### config.mk
export PLATFORM = sky130hd
export DESIGN_NAME = fpu_mult_result_queue
export DESIGN_NICKNAME = d
export VERILOG_FILES = /design/src/rtl/fpu_pkg.sv /design/src/rtl/fp32_classify.sv /design/src/rtl/fpu_mult_result_queue.sv
export SDC_FILE = /design/constraint.sdc
export NUM_CORES = 1
export LEC_CHECK = 0
export ABC_AREA = 1
export CAP_MARGIN = 30
export CORE_ASPECT_RATIO = 0.7
export CORE_MARGIN = 5
export CORE_UTILIZATION = 30
export CTS_CLUSTER_DIAMETER = 50
export DETAILED_ROUTE_END_ITERATION = 16
export GPL_TIMING_DRIVEN = 0
export RECOVER_POWER = 100
export SYNTH_ARGS = -nofsm -noshare
export SYNTH_HDL_FRONTEND = slang
export SYNTH_SLANG_ARGS = --single-unit
### constraint.sdc
create_clock -name clk -period 2.8 [get_ports clk]
set_clock_uncertainty 0.2 [all_clocks]
set_input_delay 0.42 -clock clk [delete_from_list [all_inputs] [get_ports clk]]
set_output_delay 0.42 -clock clk [all_outputs]
set_load 0.005 [all_outputs]
### src/rtl/fpu_pkg.sv
// Shared FP32 field constants and the per-word class bundle
// used by the multiplier/adder result stages.
package fpu_pkg;

  localparam int EXP_MSB = 30;
  localparam int EXP_LSB = 23;
  localparam int MAN_W   = 23;

  localparam logic [7:0]  EXP_ALL1 = 8'hFF;
  localparam logic [31:0] QNAN     = 32'h7FC00000;

  typedef struct packed {
    logic nan;
    logic inf;
    logic zero;
    logic denorm;
  } fp32_class_t;

  typedef struct packed {
    logic [31:0] result;
    fp32_class_t cls;
  } q_entry_t;

endpackage

### src/rtl/fp32_classify.sv
// Combinational FP32 classifier.
// Ports: word (32b FP32 in) -> cls {nan,inf,zero,denorm}; normal = 0.
module fp32_classify
  import fpu_pkg::*;
(
  input  logic [31:0]  word,
  output fp32_class_t  cls
);

  logic [7:0]       exp_f;
  logic [MAN_W-1:0] man_f;
  logic             unused_sign;
  logic             exp_one;
  logic             exp_zero;
  logic             man_zero;

  assign exp_f       = word[EXP_MSB:EXP_LSB];
  assign man_f       = word[MAN_W-1:0];
  assign unused_sign = word[31];

  assign exp_one  = (exp_f == EXP_ALL1);
  assign exp_zero = (exp_f == 8'h00);
  assign man_zero = (man_f == '0);

  assign cls.nan    = exp_one  & ~man_zero;
  assign cls.inf    = exp_one  &  man_zero;
  assign cls.zero   = exp_zero &  man_zero;
  assign cls.denorm = exp_zero & ~man_zero;

endmodule

### src/rtl/fpu_mult_result_queue.sv
// Show-ahead result FIFO behind the FP32 multiplier, with per-word
// class tags, sticky class flags and a saturating push counter.
module fpu_mult_result_queue
  import fpu_pkg::*;
#(
  parameter int DEPTH = 4,
  parameter int CNT_W = 16
) (
  input  logic                     clk,
  input  logic                     rst_n,
  input  logic                     in_valid,
  output logic                     in_ready,
  input  logic [31:0]              in_result,
  output logic                     out_valid,
  input  logic                     out_ready,
  output logic [31:0]              out_result,
  output logic [3:0]               out_class,
  output logic [$clog2(DEPTH):0]   level,
  output logic [3:0]               sticky_flags,
  output logic [CNT_W-1:0]         result_count,
  input  logic                     clr_stats
);

  localparam int PW = $clog2(DEPTH);
  localparam int LW = PW + 1;

  q_entry_t        mem [DEPTH];
  logic [PW-1:0]   wr_ptr;
  logic [PW-1:0]   rd_ptr;
  logic [LW-1:0]   lvl_q;
  logic [3:0]      flags_q;
  logic [CNT_W-1:0] cnt_q;

  fp32_class_t     in_cls;
  logic            push;
  logic            pop;
  logic [3:0]      flags_base;
  logic [CNT_W-1:0] cnt_base;

  fp32_classify u_classify (
    .word (in_result),
    .cls  (in_cls)
  );

  // Readiness depends on registered level only, so a full queue
  // refuses a push even when the head is popped in the same cycle.
  assign in_ready  = (lvl_q != LW'(DEPTH));
  assign out_valid = (lvl_q != '0);
  assign push      = in_valid & in_ready;
  assign pop       = out_valid & out_ready;

  assign out_result   = mem[rd_ptr].result;
  assign out_class    = mem[rd_ptr].cls;
  assign level        = lvl_q;
  assign sticky_flags = flags_q;
  assign result_count = cnt_q;

  // Clear takes effect before the same-cycle push accumulates.
  assign flags_base = clr_stats ? 4'b0000 : flags_q;
  assign cnt_base   = clr_stats ? '0 : cnt_q;

  always_ff @(posedge clk) begin
    if (push) begin
      mem[wr_ptr] <= '{result: in_result, cls: in_cls};
    end
  end

  always_ff @(posedge clk) begin
    if (!rst_n) begin
      wr_ptr  <= '0;
      rd_ptr  <= '0;
      lvl_q   <= '0;
      flags_q <= '0;
      cnt_q   <= '0;
    end else begin
      if (push) wr_ptr <= wr_ptr + 1'b1;
      if (pop)  rd_ptr <= rd_ptr + 1'b1;

      unique case ({push, pop})
        2'b10:   lvl_q <= lvl_q + 1'b1;
        2'b01:   lvl_q <= lvl_q - 1'b1;
        default: lvl_q <= lvl_q;
      endcase

      if (push) begin
        flags_q <= flags_base | in_cls;
        cnt_q   <= (&cnt_base) ? cnt_base : cnt_base + 1'b1;
      end else begin
        flags_q <= flags_base;
        cnt_q   <= cnt_base;
      end
    end
  end

endmodule

; ---- Yosys cells after proc, flatten, opt, wreduce, memory -nomap -nowiden
; Memory sizes are Yosys's and may differ from the RTL's. A register that Yosys moved wholly into a read port is not among the register bits.
; Cells that the tools add are included.
[op_classes]
n_mux = 10
n_eq_ne = 4
bitwise = 8
n_addsub = 5
reduce_logical = 5
[op_table]
columns = operator, count
row1 = 2-to-1 mux 16 bit, 3
row2 = logical NOT 23 bit, 1
row3 = adder 16 x 1 -> 16 bit (second input constant), 1
row4 = AND reduction 16 bit, 1
row5 = == test 8 bit (second input constant), 1
row6 = logical NOT 8 bit, 1
row7 = 2-to-1 mux 4 bit, 2
row8 = AND 1 bit, 6
row9 = case mux 3 bit (2 select lines), 1
row10 = adder 2 x 1 -> 2 bit (second input constant), 2
row11 = 2-to-1 mux 2 bit, 2
row12 = OR 4 bit, 1
row13 = adder 3 x 1 -> 3 bit (second input constant), 1
row14 = != test 3 bit (second input constant), 1
row15 = nonzero test 3 bit, 1
row16 = subtractor 3 x 1 -> 3 bit (second input constant), 1
row17 = == test 2 x 1 -> 1 bit (second input constant), 1
row18 = == test 2 bit (second input constant), 1
row19 = 2-to-1 mux 1 bit, 2
row20 = nonzero test 2 bit, 1
row21 = NOT 1 bit, 1
[word_totals]
ramBits = 144
register_bits = 27
out_inout_bits = 61
in_bits = 37
mem_count = 1
word_cells = 38
[memory_table]
columns = name, words, width, read_ports, rd_clocked_by_memory_dff, wr, line_no
row1 = mem, 4, 36, 1, 1, 1, fpu_mult_result_queue.sv:27  ; q_entry_t mem [DEPTH];

; ---- Depth between registers and ports, before layout
[logic_depth]
depth_word = 5
depth_mapped = 16

; ---- Cells and area by module
; From an unflattened synthesis, not the netlist that was laid out.
[unflattened]
hier_cells = 639
area_unflattened_um2 = 7143.1
[by_module_without_submodules]
columns = module, area_per_inst_um2, cells_each, n_inst, seq_area_each_um2
row1 = fpu_mult_result_queue, 6974.2, 599, 1, 4904.7
row2 = fp32_classify, 168.9, 40, 1, 0.0

; ---- Least setup slack after synthesis
; OpenSTA, ideal clock, no wires.
[synth_path]
kind = flip-flop to flip-flop
from = register lvl_q[0], in the netlist level[0]
to = memory mem[0][0] (netlist bit), enable pin
path_slack_ns = -0.295
period_less_slack_ns = 3.095
stages_incl_launch_ff = 7
setup_ns = 0.429
arrival_time_ns = 2.466
path_cell_list = dfxtp_1 -> inv_1 -> nand3_1 -> nand2_1 -> buf_2 -> buf_2 -> nor2_1
[synth_via]
elab_chain_len = 4
[synth_rtl]
columns = element, line_no
row1 = start: declaration, fpu_mult_result_queue.sv:30  ; logic [LW-1:0] lvl_q;
row2 = start signal: assignment, fpu_mult_result_queue.sv:80  ; 2'b10: lvl_q <= lvl_q + 1'b1;
row3 = start signal: assignment, fpu_mult_result_queue.sv:81  ; 2'b01: lvl_q <= lvl_q - 1'b1;
row4 = start signal: assignment, fpu_mult_result_queue.sv:82  ; default: lvl_q <= lvl_q;
row5 = != test 3 bit, fpu_mult_result_queue.sv:47  ; assign in_ready = (lvl_q != LW'(DEPTH));
row6 = net in_ready, fpu_mult_result_queue.sv:12  ; output logic in_ready,
row7 = AND 1 bit, fpu_mult_result_queue.sv:49  ; assign push = in_valid & in_ready;
row8 = 2-to-1 mux 1 bit, fpu_mult_result_queue.sv:63  ; if (push) begin
row9 = 2-to-1 mux 1 bit (implied by the code), fpu_mult_result_queue.sv:64  ; mem[wr_ptr] <= '{result: in_result, cls: in_cls};
row10 = end: declaration, fpu_mult_result_queue.sv:27
; The timed path passes the listed nets, and every way through them passes these cells.

==> metrics.yaml <==
outcome:
  status: "finished clean"
setup_path:
  critPathRequiredTime_ns: 2.18
  crit_chain: "buf_4 -> inv_4 -> buf_4 -> nor2_1 -> o22ai_1 -> clkdlybuf4s50_1"
  cp_max_fo: 10
  cpMaxStageDelayCell: "clkdlybuf4s50_1"
  timing.rr.start: "level[1]$_SDFFE_PN0P_"
  endpoint_kind: "output port"
  r2r_setup_slack_ns: 0.20
  reg2reg_to: "mem[0][6]$_DFFE_PP_"
  cpMostUsedCell: "buf_4"
  worstSetupPathType: "flip-flop to output port"
  worst_ep_arrival_time_ns: 2.10
  worst_setup_path_start_kind: "flip-flop"
  cp_slowest_stage_delay_ns: 0.56
  r2r_cells: 7
drt:
  viasPerCell: 4.68
  drt-total-wl_um: 18300
  via_count: 5093
  postRouteAntennaNets: 0
  drtIter0Drc: 339
  wl_per_cell_um: 16.8
  first_pass_iters: 5
  drc: 0
logic_synthesis:
  yosysMostFrequentCell: "edfxtp_1"
  synth_area_per_cell_um2: 11.1
  ys_seq_elements: 173
  ys_async_sr_fraction_pct: 0
  syn_nets: 683
  synth_top_area_share_pct: 60.9
  synth_edf_count: 144
  netlist_area_um2: 7110
  synth_ff_type: "edfxtp_1"
  ys_types: 32
  synth_largest_area_cell: "edfxtp_1"
  synth_area_leaders: "edfxtp_1, dfxtp_1, nor2_1, o21ai_0, nand2_1"
  yosysWarnings: 0
  synth_common_cells: "edfxtp_1, nor2_1, o21ai_0, nand2_1, inv_1"
  synth_cells: 639
  ys_seq_area_share_pct: 69.0
layout:
  finalInstanceArea_um2: 9200
  fin_util_pct: 39.2
  n_fill_cell: 2304
  fin_cells: 1089
  antennaDiodeCount: 0
  area_growth_pct: 29.4
  layout-drive-gt1-share_pct: 10.4
  fin_nets: 802
timing:
  slew_violations: 0
  tightest_slew_ns: 1.06
  fin_hold_ws_ns: 0.266
  rsz0062_at_grt: "no"
  finalCritPeriodShare_pct: 97.2
  finalSetupViolations: 0
  relSlewSlack_pct: 29.5
  fin_crit_ns: 2.72
  fin_tns_setup_ns: 0
  hold_viol: 0
  setup_slack_ns: 0.0794
  max_freq_ghz: 0.368
floorplanning:
  coreArea_um2: 23500
  ios: 98
  start_util_pct: 30.3
  die_w_um: 194
  die_y_um: 139
  rows: 47
  dieArea_um2: 26900
placement:
  post-place-ws_ns: -0.342
  place_congestion: 0.787
  io_buffer_count: 97
  dp.cells: 1058
  placed_area_um2: 8610
  hpwl_um: 12200
power_and_ir_drop:
  power_density_nw_per_um2: 788
  p_leak_nw: 3.34
  worst_ir_drop_vdd_mv: 0.561
  p_total_mw: 7.25
cts:
  post_cts_buffers: 0
  path_clk_slew_ns: 0.07
  cts_tree: "built"
  htree_levels: 4
  clk_latency_ns: 0.42
  clk_path_buf_depth: 2
  numClockSinks: 173
  cts_hold_buf: 0
  clockRootBuffer: "clkbuf_16"
  cts_buffers: 17
global_routing:
  track_usage_pct: 13.3
  grt_pass1_wl_um: 28100
  grt_start_max_net_pins: 27
  grt-ovfl-total: 0
  antenna_found_initial: 0
  grt_pass1_vias: 4770
hold_path:
  hold_path_startpoint: "sticky_flags[2]$_SDFF_PN0_"
  hold_path_class: "flip-flop to flip-flop"
  holdPathEnd: "sticky_flags[2]$_SDFF_PN0_"
  whs_path_depth: 2
run:
  maxCapViolations: 0
[worst max-delay path by stage]
stage / to / slack (ns)
global placement: mem[3][16]$_DFFE_PP_ / -2.03
floorplan: mem[0][0]$_DFFE_PP_ / -0.29
CTS: out_result[28] / 0.001
finish: out_class[2] / 0.08
global route: out_result[9] / 0.005
detailed placement: result_count[10]$_SDFF_PN0_ / -0.34
[layout by cell type, fill, tap and decap left out, types with 4 or more instances in the layout]
cell type / n
o22ai_2: 5
ha_1: 6
nor2_1: 127
inv_1: 44
dlygate4sd3_1: 58
nand2_1: 61
xor2_1: 4
nand3_1: 25
clkbuf_4: 13
clkdlybuf4s50_1: 34
buf_4: 7
a21oi_1: 21
clkbuf_16: 17
o21ai_0: 85
o22ai_1: 31
dfxtp_1: 28
inv_8: 5
edfxtp_1: 144
o21ai_1: 4
clkinv_4: 4
[power breakdown]
| part | total, mW | internal [mW] | switching [mW] | leakage (nW) |
|---|---|---|---|---|
| logic | 1.92 | 0.859 | 1.07 | 1.50 |
| clock network | 2.23 | 1.17 | 1.06 | 0.266 |
| registers | 3.09 | 3.03 | 0.0630 | 1.57 |
| total | 7.25 | 5.06 | 2.19 | 3.34 |
[worst max-delay path: cells and delay by family, from the launching register on]
kind | cells | cell delay (ns)
DFF | 1 | 0.30
AOI/OAI and AO/OA | 1 | 0.25
buffers and inverters | 4 | 1.06
and+or+nand+nor | 1 | 0.06
[final cells by class]
cell class                 count  area [µm²]  area share [%]
timing repair buffer         101        1030            11.2
multi-input combinational    390        1910            20.8
buffer                        28         206            2.24
sequential                   173        4910            53.4
clock buffer                  18         429            4.67
tap                          318         398            4.33
inverter                      47         184            2.00
clock inverter                14         128            1.39
[layer usage]
layer  global-route usage, %  vias to the layer above  part of all wire [%]
met5                       0                        -                     0
met4                    3.62                        0                   1.1
met3                    3.74                       10                   6.8
met2                    18.6                      146                    42
met1                    20.3                     2456                    50
li1                        -                     2481                     -
[sequential cells by signal, indices dropped and copies added (netlist names), named ones only]
| name | count |
|---|---|
| rd_ptr | 2 |
| result_count | 16 |
| mem | 144 |
| level | 3 |
| wr_ptr | 2 |
| sticky_flags | 4 |
[repair_timing]
action / 4_1_cts / 5_1_grt
endpoints found under the setup margin: 36 / 45
pin swaps: 1 / 5
endpoints found under the hold margin: 0 / 0
resized for setup: 40 / 26
[logic make-up (layout without fill, tap and decap cells)]
group	Yosys count	in the layout	share of synthesized area, %
DFF	173	173	69.0
buffers and inverters	76	208	4.38
and+or+nand+nor	231	231	13.6
adders and majority gates	7	7	1.34
AOI/OAI and AO/OA	147	147	11.0
xor gates and xnor gates	5	5	0.616
Note: power is estimated with default switching activity, not from simulation.
==> patch: new RTL, config.mk and constraints unchanged <==
`CNT_W`: 16 -> 12.
--- a/src/rtl/fpu_mult_result_queue.sv
+++ b/src/rtl/fpu_mult_result_queue.sv
@@ -5,5 +5,5 @@
 #(
   parameter int DEPTH = 4,
-  parameter int CNT_W = 16
+  parameter int CNT_W = 12
 ) (
   input  logic                     clk,
Ports: changed (resized result_count); port bits go from 98 to 94. The function was not compared with the original's and may differ.
==> patch against the original RTL <==
Cell area decreased by 2.8%. Highest routed layer unchanged. Area after synthesis decreased by 3.4%. Sequential cell count decreased by 4. Total power decreased by 0.63%. Worst setup slack got worse by 0.046 ns. Largest power group unchanged. Wire length decreased by 5.2%.
==> patch: results (changes against the original RTL) <==
\begin{tabular}{lr}
\hline
Metric & Value \\
\hline
\multicolumn{2}{l}{\textbf{Status}} \\
Outcome & finished clean \\
\multicolumn{2}{l}{\textbf{Worst setup path}} \\
Worst Reg2Reg Path Length in Cells & 6 (-1) \\
Endpoint of the most critical register-to-register path & mem[0][5] \\
Termination of the worst setup path & out\_result[14] \\
Maximum single-stage delay on the critical path & 0.47 ns (-0.09 ns) \\
\multicolumn{2}{l}{\textbf{Power and ir drop}} \\
Leak Pwr & 0.00326 uW (-2.3\%) \\
Sequential power & 3040 uW (-2\%) \\
Combinational share of power & 0.266 (about the same) \\
Switching component of the power & 2080 uW (-4.9\%) \\
Peak supply drop & 474 uV (-15\%) \\
\multicolumn{2}{l}{\textbf{Placement}} \\
Dpl hpwl & 11400 um (-6.7\%) \\
Port Buf Inserts & 93 (-4.1\%) \\
Cell area after placement & 8310 sq um (-3.5\%) \\
Placed Cells & 995 (-6.0\%) \\
Placer congestion estimate & 0.747 (-5.1\%) \\
Dpl ws & -0.119 ns (+0.223 ns) \\
\multicolumn{2}{l}{\textbf{Finish}} \\
Fill cell count & 2183 (-5.3\%) \\
Fin nets & 745 (-7.1\%) \\
Layout cell share with drive strength beyond 1 & 0.129 (+0.0251) \\
\multicolumn{2}{l}{\textbf{Yosys}} \\
Synth top cells by count & sky130\_fd\_sc\_hd\_\_edfxtp\_1, sky130\_fd\_sc\_hd\_\_nor2\_1, sky130\_fd\_sc\_hd\_\_o21ai\_0, sky130\_fd\_sc\_hd\_\_nand2\_1, sky130\_fd\_sc\_hd\_\_o22ai\_1 \\
Cell types with the largest area share after synthesis & sky130\_fd\_sc\_hd\_\_edfxtp\_1, sky130\_fd\_sc\_hd\_\_dfxtp\_1, sky130\_fd\_sc\_hd\_\_nor2\_1 \\
Post-synthesis cell count & 586 (-8.3\%) \\
\multicolumn{2}{l}{\textbf{GRT}} \\
Overall fraction of global-route tracks in use & 0.133 (-0.000189) \\
Wire length of the first global-routing pass & 26100 um (-7.1\%) \\
\multicolumn{2}{l}{\textbf{Detailed routing}} \\
Number of DRC markers in iteration 0 & 369 (+8.8\%) \\
Detailed-route via count & 4783 (-6.1\%) \\
Vias per inst & 4.66 (-0.32\%) \\
Total wire length & 17300 um (-5.2\%) \\
\multicolumn{2}{l}{\textbf{Timing}} \\
Max Clk Rate & 0.361 GHz (-1.7\%) \\
\multicolumn{2}{l}{\textbf{CTS}} \\
Post-CTS resize count & 36 (-10\%) \\
\hline
\end{tabular}
-- patch: changes by cell type in the layout (fill, tap and decap cells not counted), sizes merged, moves of 3 or more --
cell	before	now
nand3	25	14
dlygate4sd3	58	54
nand2	63	56
nor2	133	122
dfxtp	29	25
clkinvlp	3	0
inv	53	41
o21ai	89	86
-- patch: per-layer routing --
| layer | wire length (um) | part of all wire | vias to the layer above | GRT usage |
|---|---|---|---|---|
| met5 | 0 | 0 | - | 0 |
| met4 | 79 | 0.0046 | 0 | 0.0295 |
| met3 | 1270 | 0.073 | 7 | 0.0375 |
| met2 | 7480 | 0.43 | 162 | 0.192 |
| met1 | 8480 | 0.49 | 2290 | 0.200 |
| li1 | - | - | 2324 | - |
-- patch: area by class of cell --
cell class	instances	area, sq um	area share
clock inverters	8	56.3	0.00630
clock buffers	24	507	0.0567
plain buffers	24	188	0.0210
flip-flops and latches	169	4830	0.540
inverters	38	148	0.0165
well taps	312	390	0.0437
repair buffers	97	993	0.111
multi-input cells	354	1830	0.205
-- patch: how the worst min path moves through the flow --
stage / start / slack (ns) / end / depth (start not counted)
final: rd_ptr[1] / 0.27 / register / 2
after global routing: sticky_flags[3] / 0.30 / sticky_flags[3] / 2
after CTS: sticky_flags[1] / 0.27 / sticky_flags[1] / 2
after detailed placement: sticky_flags[2] / 0.26 / sticky_flags[2] / 2
after global placement: rd_ptr[1] / 0.25 / rd_ptr[1] / 2
after floorplan: rd_ptr[1] / 0.24 / register / 2
-- patch: logic make-up after synthesis --
group / after synthesis / share of synthesized area
AOI/OAI and AO/OA: 141 / 0.109
adders and majority gates: 7 / 0.0139
xor gates and xnor gates: 3 / 0.00383
DFF: 169 / 0.703
and+or+nand+nor: 203 / 0.131
buffers and inverters: 63 / 0.0388
